`config.mk`:
```
export PLATFORM = sky130hd
export DESIGN_NAME = mult_unit
export DESIGN_NICKNAME = d
export VERILOG_FILES = /design/src/rtl/processor_pkg.sv /design/src/rtl/mult_negate.sv /design/src/rtl/mult_unit.sv
export SDC_FILE = /design/constraint.sdc
export NUM_CORES = 1
export LEC_CHECK = 0
export ABC_AREA = 1
export CAP_MARGIN = 0
export CORE_MARGIN = 5
export CORE_UTILIZATION = 30
export DETAILED_ROUTE_END_ITERATION = 6
export PLACE_DENSITY = 0.51
export SLEW_MARGIN = 5
export SYNTH_ARGS = -nofsm -noshare
export SYNTH_HDL_FRONTEND = slang
export SYNTH_SLANG_ARGS = --single-unit
```
`constraint.sdc`:
```
create_clock -name clk -period 6.3 [get_ports clk]
set_clock_uncertainty 0.2 [all_clocks]
set_input_delay 1.26 -clock clk [delete_from_list [all_inputs] [get_ports clk]]
set_output_delay 1.26 -clock clk [all_outputs]
set_load 0.05 [all_outputs]
```
`src/rtl/processor_pkg.sv`:
```
// Shared processor constants: multiplier state encodings and default datapath width.
package processor_pkg;

    localparam int unsigned MULT_WIDTH = 32;

    localparam logic [1:0] MULT_IDLE = 2'd0;
    localparam logic [1:0] MULT_CALC = 2'd1;
    localparam logic [1:0] MULT_FIX  = 2'd2;

endpackage

```
`src/rtl/mult_negate.sv`:
```
// Conditional two's-complement: result = neg ? -value : value.
module mult_negate #(
    parameter int unsigned WIDTH = 32
) (
    input  logic             neg,
    input  logic [WIDTH-1:0] value,
    output logic [WIDTH-1:0] result
);

    assign result = neg ? (~value + WIDTH'(1)) : value;

endmodule

```
`src/rtl/mult_unit.sv`:
```
// Multicycle radix-2 shift-add multiplier with HI/LO result registers and a
// stall request for MFHI/MFLO issued while a multiply is in flight.
module mult_unit
    import processor_pkg::*;
#(
    parameter int unsigned WIDTH = MULT_WIDTH,
    parameter int unsigned CNT_W = 6
) (
    input  logic             clk,
    input  logic             rst_n,
    input  logic             start_mult,
    input  logic             mult_sign,
    input  logic [WIDTH-1:0] op_a,
    input  logic [WIDTH-1:0] op_b,
    input  logic             hilo_read,
    output logic [WIDTH-1:0] hi,
    output logic [WIDTH-1:0] lo,
    output logic             busy,
    output logic             done,
    output logic             mult_stall
);

    localparam int unsigned PW = 2 * WIDTH;

    logic [1:0]       state_q, state_d;
    logic [PW-1:0]    acc_q, acc_d;
    logic [WIDTH-1:0] mcand_q, mcand_d;
    logic [WIDTH-1:0] mplier_q, mplier_d;
    logic [CNT_W-1:0] cnt_q, cnt_d;
    logic             neg_q, neg_d;
    logic [WIDTH-1:0] hi_d, lo_d;
    logic             busy_d, done_d;

    logic [WIDTH-1:0] a_mag, b_mag;
    logic [PW-1:0]    product;
    logic [WIDTH:0]   sum;

    mult_negate #(.WIDTH(WIDTH)) u_neg_a (
        .neg    (mult_sign & op_a[WIDTH-1]),
        .value  (op_a),
        .result (a_mag)
    );

    mult_negate #(.WIDTH(WIDTH)) u_neg_b (
        .neg    (mult_sign & op_b[WIDTH-1]),
        .value  (op_b),
        .result (b_mag)
    );

    mult_negate #(.WIDTH(PW)) u_neg_res (
        .neg    (neg_q),
        .value  (acc_q),
        .result (product)
    );

    // Upper accumulator half plus optional multiplicand, carry kept in the MSB
    assign sum = {1'b0, acc_q[PW-1:WIDTH]}
               + {1'b0, (mplier_q[0] ? mcand_q : WIDTH'(0))};

    assign mult_stall = busy & hilo_read;

    always_comb begin
        state_d  = state_q;
        acc_d    = acc_q;
        mcand_d  = mcand_q;
        mplier_d = mplier_q;
        cnt_d    = cnt_q;
        neg_d    = neg_q;
        hi_d     = hi;
        lo_d     = lo;
        busy_d   = busy;
        done_d   = 1'b0;

        case (state_q)
            MULT_IDLE: begin
                if (start_mult) begin
                    neg_d    = mult_sign & (op_a[WIDTH-1] ^ op_b[WIDTH-1]);
                    mcand_d  = a_mag;
                    mplier_d = b_mag;
                    acc_d    = '0;
                    cnt_d    = '0;
                    busy_d   = 1'b1;
                    state_d  = MULT_CALC;
                end
            end
            MULT_CALC: begin
                acc_d    = {sum, acc_q[WIDTH-1:1]};
                mplier_d = mplier_q >> 1;
                cnt_d    = cnt_q + CNT_W'(1);
                if (cnt_q == CNT_W'(WIDTH - 1)) begin
                    state_d = MULT_FIX;
                end
            end
            MULT_FIX: begin
                {hi_d, lo_d} = product;
                done_d       = 1'b1;
                busy_d       = 1'b0;
                state_d      = MULT_IDLE;
            end
            default: begin
                busy_d  = 1'b0;
                state_d = MULT_IDLE;
            end
        endcase
    end

    always_ff @(posedge clk or negedge rst_n) begin
        if (!rst_n) begin
            state_q  <= MULT_IDLE;
            acc_q    <= '0;
            mcand_q  <= '0;
            mplier_q <= '0;
            cnt_q    <= '0;
            neg_q    <= 1'b0;
            hi       <= '0;
            lo       <= '0;
            busy     <= 1'b0;
            done     <= 1'b0;
        end else begin
            state_q  <= state_d;
            acc_q    <= acc_d;
            mcand_q  <= mcand_d;
            mplier_q <= mplier_d;
            cnt_q    <= cnt_d;
            neg_q    <= neg_d;
            hi       <= hi_d;
            lo       <= lo_d;
            busy     <= busy_d;
            done     <= done_d;
        end
    end

endmodule
```
==> summary.txt, run 1 <==
Placed design
  – PortBufs: 135
  – Placed insts: 2806
  – DP Wirelength: 34600 µm
  – Final RePlAce weighted congestion: 0.902

STA
  – RSZ-0062 raised after global routing: no
  – Setup violators final: 0
  – Max Slew Vio Count: 0
  – Slew headroom: 30.7%
  – Final Hold Viols: 0
  – Max Clk Rate: 0.245 GHz
  – Worst hold slack: 0.234 ns
  – Post-layout min period: 4.07 ns
  – Setup TNS: 0 ns
  – Worst-margin pin slew: 1.04 ns
  – Fin crit share: 64.7%

Finish
  – Nets: 2333
  – Multi-input gate area: 7600 µm²
  – Area added between synthesis and finish: 20.1%
  – Reg area: 5080 µm²
  – Fin util: 36.3%
  – Layout cell share with drive strength beyond 1: 5.03%
  – Diode count: 0
  – Fill count: 5081
  – Post-route insts no fill: 2854

Clock tree
  – Sink Count: 203
  – Clock Latency Late Sink: 0.56 ns
  – Clock transition at path regs: 0.05 ns
  – CTS buffer count: 26
  – Cts hold-fix bufs: 0
  – Setup Fix Bufs, Post-CTS: 0
  – Root Driver: clkbuf_16
  – Post-CTS resize count: 0
  – CTS tree: built
  – Clk buf depth: 3
  – H-Tree Depth: 1

GRT
  – Global-route wire length before repair: 72300 µm
  – Vias in the first global route: 13162
  – GRT Util Overall: 17.4%
  – Antenna violations before repair: 0
  – Total grt overflow: 0
  – Largest net degree at the start of global routing: 123

Drt
  – Number of remaining DRC errors: 0
  – Initial DRC Count: 883
  – M1 WL: 22300 µm
  – ANT nets after route: 0
  – Drt via density: 4.75
  – Post-Route WL: 44900 µm
  – WL met3: 2150 µm
  – Vias: 13568
  – DR WL met2: 19400 µm
  – DR WL/cell: 15.7 µm
  – DR pass1 iterations: 5
  – Highest layer used for signal routing: met4

Worst setup path
  – WP data arrival: 2.61 ns
  – Worst Path Required: 4.84 ns
  – Worst-path fanout max: 1
  – Startpoint types: primary input
  – Crit path top cell by count: clkdlybuf4s50_1
  – Slowest CP cell: clkdlybuf4s50_1
  – CP bufs+invs: 3
  – Cells along the critical path: clkdlybuf4s50_1 -> nand2_1 -> inv_1 -> clkdlybuf4s50_1
  – Critical Path Sink Type: primary output
  – Crit-path max cell delay: 0.79 ns
  – Crit path max-delay family: buffers and inverters
  – Crit Path Category: in -> out

Power and ir drop
  – Internal power: 4.24 mW
  – Pwr Total: 8.46 mW
  – Combinational fraction of design power: 53.7%
  – Peak supply drop: 0.239 mV
  – Clk pwr share: 18.1%
  – Switching Power: 4.23 mW
  – Pleak: 8.50 nW
  – Sw frac: 49.9%
  – Seq pwr share: 28.3%
  – Pwr/cell area: 503 nW/µm²

Synthesis
  – Syn. warnings: 0
  – Syn avg cell area: 6.61 µm²
  – Synth Register Bits: 203
  – Seq/Total Area, Yosys: 36.3%
  – Post-synthesis async set-or-reset flop share: 100%
  – Top_reg_cell synth: dfrtp_1
  – Syn nets: 2224
  – Synthesized cell area: 14000 µm²
  – Synth cell types: 45
  – Post-synth EDFFs: 0
  – Syn Inst Count: 2118

Floorplan
  – Core ar.: 46400 µm²
  – DIE HEIGHT: 226 µm
  – Io pins: 136
  – Die footprint: 51100 µm²
  – FP Rows: 79
  – Initial Utilization: 30.2%
  – Die width: 226 µm

Run status
  – Status: finished clean

Run
  – Max_cap viols: 0

Hold path
  – Hold WC Path Type: reg -> reg
## synthesized netlist by cell type (all sizes together) (19+ instances only)
master  number  area (µm²)
nand4       26         163
nand3b      19         155
a21oi       41         205
xor2        50         438
o21ai      145         767
nand3      145         746
nand2      743        2810
buf         37         183
clkbuf      26        97.6
ha          36         450
dfrtp      203        5080
inv        278        1040
nor2       238         971
a22oi       29         218
o22ai       38         238
## metal layers
metal,vias up,global-route usage (%)
met1,6223,25.9
met3,52,2.00
met2,314,27.0
met4,0,4.23
li1,6979,-
met5,-,0
## final cells by class
| cell class | instances | share of cell area (%) |
|---|---|---|
| multi-input cells | 1572 | 45.2 |
| flip-flops and latches | 203 | 30.2 |
| repair buffers | 144 | 8.53 |
| inverters | 280 | 6.26 |
| well taps | 607 | 4.52 |
| clock buffers | 36 | 4.39 |
| clock inverters | 12 | 0.900 |
## through the flow
| step | cell area [µm²] | worst slack, ns |
|---|---|---|
| finish | 16800 | 2.23 |
| global route | 16800 | 2.20 |
| CTS | 16800 | 2.22 |
| detailed placement | 15900 | 2.19 |
| global placement | 15900 | 2.21 |
| floorplan | 14000 | 3.22 |
## kinds of logic after synthesis
kind of cell | synth area share [%]
simple gates | 36.1
buf+inv | 9.52
compound gates | 11.3
flops | 36.3
xor+xnor | 3.44
fa+ha+maj | 3.36
## path summary, 6_finish.rpt
path	start	endpoint	slack (ns)	depth (start not counted)
max in group asynchronous	rst_n	lo[18]$_DFFE_PN0P_	4.25	2
hold reg to reg	cnt_q[5]$_DFFE_PN0P_	state_q[1]$_DFFE_PN0P_	0.23	1
hold / removal	cnt_q[5]$_DFFE_PN0P_	state_q[1]$_DFFE_PN0P_	0.23	1
setup reg to reg	mplier_q[0]$_DFFE_PN0P_	acc_q[47]$_DFFE_PN0P_	2.78	15
setup / recovery	hilo_read	mult_stall	2.23	4
min in group asynchronous	rst_n	hi[18]$_DFFE_PN0P_	0.50	1
## power groups by stage
| stage | Clock [mW] | Combinational [mW] | Sequential [mW] |
|---|---|---|---|
| after floorplan | 0 | 2.95 | 2.58 |
| after global placement | 0 | 4.52 | 2.41 |
| after global routing | 1.64 | 5.14 | 2.47 |
| final | 1.53 | 4.54 | 2.39 |
| after detailed placement | 0 | 4.55 | 2.41 |
| after CTS | 1.58 | 4.57 | 2.39 |
## cells in the final DEF (no fill, tap or decap), types with 4 or more instances in the layout
cell type / count
nand2_1: 734
inv_1: 270
nor2_1: 214
dfrtp_1: 202
nand3_1: 141
clkdlybuf4s50_1: 134
o21ai_0: 127
xor2_1: 50
a21oi_1: 41
o22ai_1: 38
ha_1: 36
a22oi_1: 29
nand4_1: 26
clkbuf_16: 26
nor2_2: 19
nand3b_1: 18
nor3_1: 15
o21ai_1: 13
nand2_2: 9
buf_4: 8
inv_2: 7
a31oi_1: 7
o211ai_1: 6
clkbuf_8: 6
nor2_4: 5
nor4_1: 5
xnor2_1: 5
or2_2: 5
clkinv_2: 5
clkbuf_1: 5
nand3_2: 4
## flip-flops by register name, summed over array words and instances, names as in the netlist
signal,flops
done,1
acc_q,64
cnt_q,6
busy,1
mplier_q,32
mcand_q,32
lo,32
state_q,2
neg_q,1
hi,32
Note: power is estimated with default switching activity, not from simulation.
==> run 2, diff against run 1 <==
==> constraint.sdc (replaced) <==
create_clock -name clk -period 3.93 [get_ports clk]
set_clock_uncertainty 0.2 [all_clocks]
set_input_delay 0.786 -clock clk [delete_from_list [all_inputs] [get_ports clk]]
set_output_delay 0.786 -clock clk [all_outputs]
set_load 0.05 [all_outputs]
==> summary.txt, run 2 (synthesis gave the netlist of run 1 again) <==
Power and ir drop
  – Pwr/cell area: 802 nW/µm²
  – Peak supply drop: 0.445 mV
  – Internal power: 6.85 mW
  – Seq pwr share: 28.3%
  – Pleak: 8.53 nW
  – Switching Power: 6.68 mW
  – Clk pwr share: 17.8%
  – Combinational fraction of design power: 53.9%
  – Sw frac: 49.4%

Finish
  – Multi-input gate area: 7600 µm²
  – Max FFs per register: 64
  – Diode count: 0
  – Area added between synthesis and finish: 20.4%
  – Post-Layout Inst Area: 16900 µm²
  – Most frequent cells in the layout: nand2_1, inv_1, nor2_1
  – Commonest non-fill, non-tap cell in the layout: nand2_1
  – Reg area: 5080 µm²
  – Post-route insts no fill: 2859
  – Register with the most flip-flops: acc_q
  – Nets: 2342
  – Layout cell share with drive strength beyond 1: 5.15%
  – Fill count: 5029

GRT
  – Vias in the first global route: 13317
  – Largest net degree at the start of global routing: 74
  – Antenna violations before repair: 0
  – GRT Util Overall: 17.2%
  – Total grt overflow: 0
  – Global-route wire length before repair: 71400 µm

Worst setup path
  – Crit path top cell by count: clkdlybuf4s50_1
  – Crit Path Category: in -> out
  – Worst r2r path cells: 12
  – Worst Path Required: 2.94 ns
  – Slowest CP cell: clkdlybuf4s50_1
  – Startpoint types: primary input
  – Reg2reg end: acc_q[45]$_DFFE_PN0P_
  – Worst-path fanout max: 1
  – Crit path to: mult_stall
  – Cells along the critical path: clkdlybuf4s50_1 -> nand2_1 -> inv_1 -> clkdlybuf4s50_1
  – Crit-path max cell delay: 0.79 ns
  – WP data arrival: 2.13 ns
  – Critical Path Sink Type: primary output
  – Worst r2r src: mplier_q[0]$_DFFE_PN0P_
  – CP Launch Point: hilo_read
  – R2R Setup Slk: 1.18 ns

Placed design
  – Final RePlAce weighted congestion: 0.902
  – PortBufs: 135
  – DP Area: 16000 µm²
  – Placed insts: 2815
  – Pre-CTS WS: 0.798 ns
  – DP Wirelength: 34800 µm

STA
  – Worst-margin pin slew: 0.891 ns
  – Fin crit share: 79.3%
  – Slew headroom: 40.6%
  – Max Slew Vio Count: 0
  – Setup violators final: 0
  – Final Hold Viols: 0
  – RSZ-0062 raised after global routing: no
  – Post-layout min period: 3.12 ns
  – Setup TNS: 0 ns
  – Max Clk Rate: 0.321 GHz
  – Setup ws final: 0.812 ns

Hold path
  – Hold WC Path Type: in -> async

Clock tree
  – Post-CTS resize count: 0
  – Clock Latency Late Sink: 0.54 ns
  – Root Driver: clkbuf_16
  – H-Tree Depth: 1
  – CTS buffer count: 26
  – Sink Count: 203
  – Setup Fix Bufs, Post-CTS: 0
  – CTS tree: built
  – Cts hold-fix bufs: 0
  – Clock transition at path regs: 0.06 ns
  – Clk buf depth: 3

Run
  – Max_cap viols: 0

Run status
  – Status: finished clean

Floorplan
  – Die footprint: 51100 µm²
  – Io pins: 136
  – DIE HEIGHT: 226 µm
  – Die width: 226 µm
  – FP Rows: 79
  – Core ar.: 46400 µm²
  – Initial Utilization: 30.2%

Drt
  – Drt via density: 4.74
  – DR pass1 iterations: 6
  – Number of remaining DRC errors: 0
  – Vias: 13541
  – Initial DRC Count: 787
  – Post-Route WL: 44600 µm
  – DR WL/cell: 15.6 µm
  – ANT nets after route: 0
[run 2: cell types whose count changed in the layout (fill, tap and decap cells not counted), sizes merged]
cell / change
inv: -1
bufinv: +1
clkinvlp: -1
buf: +9
clkbuf: +1
clkinv: -4
[run 2: stage by stage]
| stage | hold slack, ns | utilization, % | power, mW |
|---|---|---|---|
| after global routing | 0.115 | 36.4 | 14.7 |
| final | 0.0659 | 36.4 | 13.5 |
| after global placement | 0.232 | 34.5 | 11.1 |
| after floorplan | 0.210 | - | 8.86 |
| after CTS | 0.0827 | 36.4 | 13.6 |
| after detailed placement | 0.231 | 34.5 | 11.2 |
[run 2: worst max-delay path, delay by kind of cell]
family / cells / cell delay (ns)
and+or+nand+nor: 1 / 0.05
buffers and inverters: 3 / 1.30
[run 2: worst min path at each step]
stage	end	slack [ns]	cells past startpoint
after floorplan	state_q[1]$_DFFE_PN0P_	0.21	1
final	hi[28]$_DFFE_PN0P_	0.07	1
after global placement	state_q[1]$_DFFE_PN0P_	0.23	1
after detailed placement	state_q[1]$_DFFE_PN0P_	0.23	1
after CTS	hi[28]$_DFFE_PN0P_	0.08	1
after global routing	hi[28]$_DFFE_PN0P_	0.11	1
[run 2: power groups by stage]
stage / Sequential, mW / Clock [mW] / Combinational (mW)
final: 3.83 / 2.40 / 7.30
after global routing: 3.95 / 2.56 / 8.23
after detailed placement: 3.85 / 0 / 7.30
after floorplan: 4.14 / 0 / 4.72
after CTS: 3.83 / 2.48 / 7.34
after global placement: 3.84 / 0 / 7.24
[run 2: cell type report]
class	instances	share of cell area, %
clock inverter	7	0.668
inverter	280	6.24
multi-input combinational	1572	45.1
timing repair buffer	153	8.99
tap	607	4.50
clock buffer	37	4.41
sequential	203	30.1
[run 2: routing by layer]
metal	GRT usage [%]	vias to the layer above	wire, µm
met5	0	-	0
met2	27.5	249	19600
met1	25.1	6251	22300
met4	3.45	0	917
met3	2.16	50	1760
li1	-	6991	-
==> run 3, diff against run 2 <==
==> constraint.sdc (replaced) <==
create_clock -name clk -period 3 [get_ports clk]
set_clock_uncertainty 0.2 [all_clocks]
set_input_delay 0.6 -clock clk [delete_from_list [all_inputs] [get_ports clk]]
set_output_delay 0.6 -clock clk [all_outputs]
set_load 0.05 [all_outputs]
==> summary.txt, run 3 (synthesis gave the netlist of run 1 again) <==
Run status
  – Status: finished clean

Hold path
  – Hold Crit Start: cnt_q[5]$_DFFE_PN0P_
  – Hold Path Depth: 1
  – WHS Endpoint: state_q[1]$_DFFE_PN0P_
  – Hold WC Path Type: reg -> reg

Finish
  – Post-Layout Inst Area: 16900 µm²
  – Nets: 2350
  – Most frequent cells in the layout: nand2_1, inv_1, nor2_1
  – Diode count: 0
  – Post-route insts no fill: 2868
  – Register with the most flip-flops: acc_q
  – Fin util: 36.5%
  – Max FFs per register: 64
  – Layout cell share with drive strength beyond 1: 5.66%
  – Area added between synthesis and finish: 20.8%
  – Commonest non-fill, non-tap cell in the layout: nand2_1

Placed design
  – PortBufs: 135
  – DP Area: 16100 µm²
  – Final RePlAce weighted congestion: 0.901
  – Placed insts: 2823
  – Pre-CTS WS: 0.224 ns
  – DP Wirelength: 34800 µm

Drt
  – Vias: 13620
  – DR pass1 iterations: 6
  – DR WL/cell: 15.4 µm
  – Drt via density: 4.75
  – Initial DRC Count: 889
  – Post-Route WL: 44100 µm
  – Number of remaining DRC errors: 0
  – ANT nets after route: 0

STA
  – Fin crit share: 87.6%
  – RSZ-0062 raised after global routing: no
  – Setup ws final: 0.372 ns
  – Setup violators final: 0
  – Final Hold Viols: 0
  – Max Clk Rate: 0.380 GHz
  – Setup TNS: 0 ns
  – Slew headroom: 43.3%
  – Post-layout min period: 2.63 ns
  – Worst-margin pin slew: 0.848 ns
  – Max Slew Vio Count: 0

Worst setup path
  – Startpoint types: flip-flop
  – Critical Path Sink Type: flip-flop
  – WP data arrival: 2.82 ns
  – Reg2reg end: acc_q[42]$_DFFE_PN0P_
  – Worst Path Required: 3.19 ns
  – Worst-path fanout max: 30
  – R2R Setup Slk: 0.37 ns
  – Worst r2r path cells: 11
  – Crit Path Category: reg -> reg
  – Worst r2r src: mplier_q[0]$_DFFE_PN0P_

Clock tree
  – Clock Latency Late Sink: 0.55 ns
  – CTS tree: built
  – H-Tree Depth: 1
  – Sink Count: 203
  – Setup Fix Bufs, Post-CTS: 0
  – Root Driver: clkbuf_16
  – CTS buffer count: 25
  – Clock transition at path regs: 0.06 ns
  – Clk buf depth: 3

Floorplan
  – Die footprint: 51100 µm²
  – Io pins: 136
  – DIE HEIGHT: 226 µm
  – Initial Utilization: 30.2%
  – Die width: 226 µm
  – Core ar.: 46400 µm²
  – FP Rows: 79

GRT
  – Global-route wire length before repair: 70900 µm
  – GRT Util Overall: 17.0%
  – Total grt overflow: 0
  – Antenna violations before repair: 0
  – Largest net degree at the start of global routing: 62
  – Vias in the first global route: 13402

Power and ir drop
  – Pwr/cell area: 1040 nW/µm²
  – Peak supply drop: 0.486 mV
  – Pleak: 8.57 nW

Run
  – Max_cap viols: 0
[run 3: where the power goes]
group	internal (mW)	switching, mW	total [mW]
Sequential	3.85	1.14	4.99
Clock	1.79	1.23	3.02
Combinational	3.20	6.40	9.61
Total	8.85	8.77	17.6
[run 3: worst max-delay path by stage]
stage	startpoint	to	slack (ns)	cells after the start
4_1_cts	busy$_DFFE_PN0P_	busy	0.34	1
2_1_floorplan	mplier_q[0]$_DFFE_PN0P_	acc_q[47]$_DFFE_PN0P_	0.41	17
6_report	mplier_q[0]$_DFFE_PN0P_	acc_q[42]$_DFFE_PN0P_	0.37	11
5_1_grt	mplier_q[0]$_DFFE_PN0P_	acc_q[42]$_DFFE_PN0P_	0.11	12
3_5_place_dp	start_mult	acc_q[38]$_DFFE_PN0P_	0.22	7
3_3_place_gp	start_mult	acc_q[46]$_DFFE_PN0P_	0.26	7
[run 3: through the flow]
step	hold WS, ns	total power, mW
after floorplan	0.104	11.6
after global placement	0.225	14.5
after detailed placement	0.226	14.6
after CTS	0.233	17.8
after global routing	0.252	19.3
final	0.233	17.6
[run 3: metal layers]
metal	GRT usage, %	up-vias	share of wire (%)
met5	0	-	0
met4	3.92	0	2.1
met3	2.38	57	5.1
met2	26.8	310	44
met1	24.9	6243	49
li1	-	7010	-
[run 3: cell type report]
class                      count  area, µm²
clock inverter                12        143
inverter                     280       1050
sequential                   203       5080
clock buffer                  32        682
fill                        5023      29400
tap                          607        759
timing repair buffer         162       1600
multi-input combinational   1572       7600
[run 3: worst max-delay path, stage by stage, from the launching register on]
cell and delay, ns:
dfrtp_1 0.41, buf_4 0.31, nand2_1 0.10, inv_1 0.08, ha_1 0.30, or2_1 0.25, nand3_1 0.09, nand2_1 0.10
nand2_1 0.07, nand2_1 0.12, o21ai_0 0.31, o21ai_0 0.14
[run 3: what timing repair did]
| item | 4_1_cts | 5_1_grt |
|---|---|---|
| hold buffers | 1 | 0 |
| gates resized for setup | 0 | 0 |
| hold endpoints to repair | 54 | 0 |
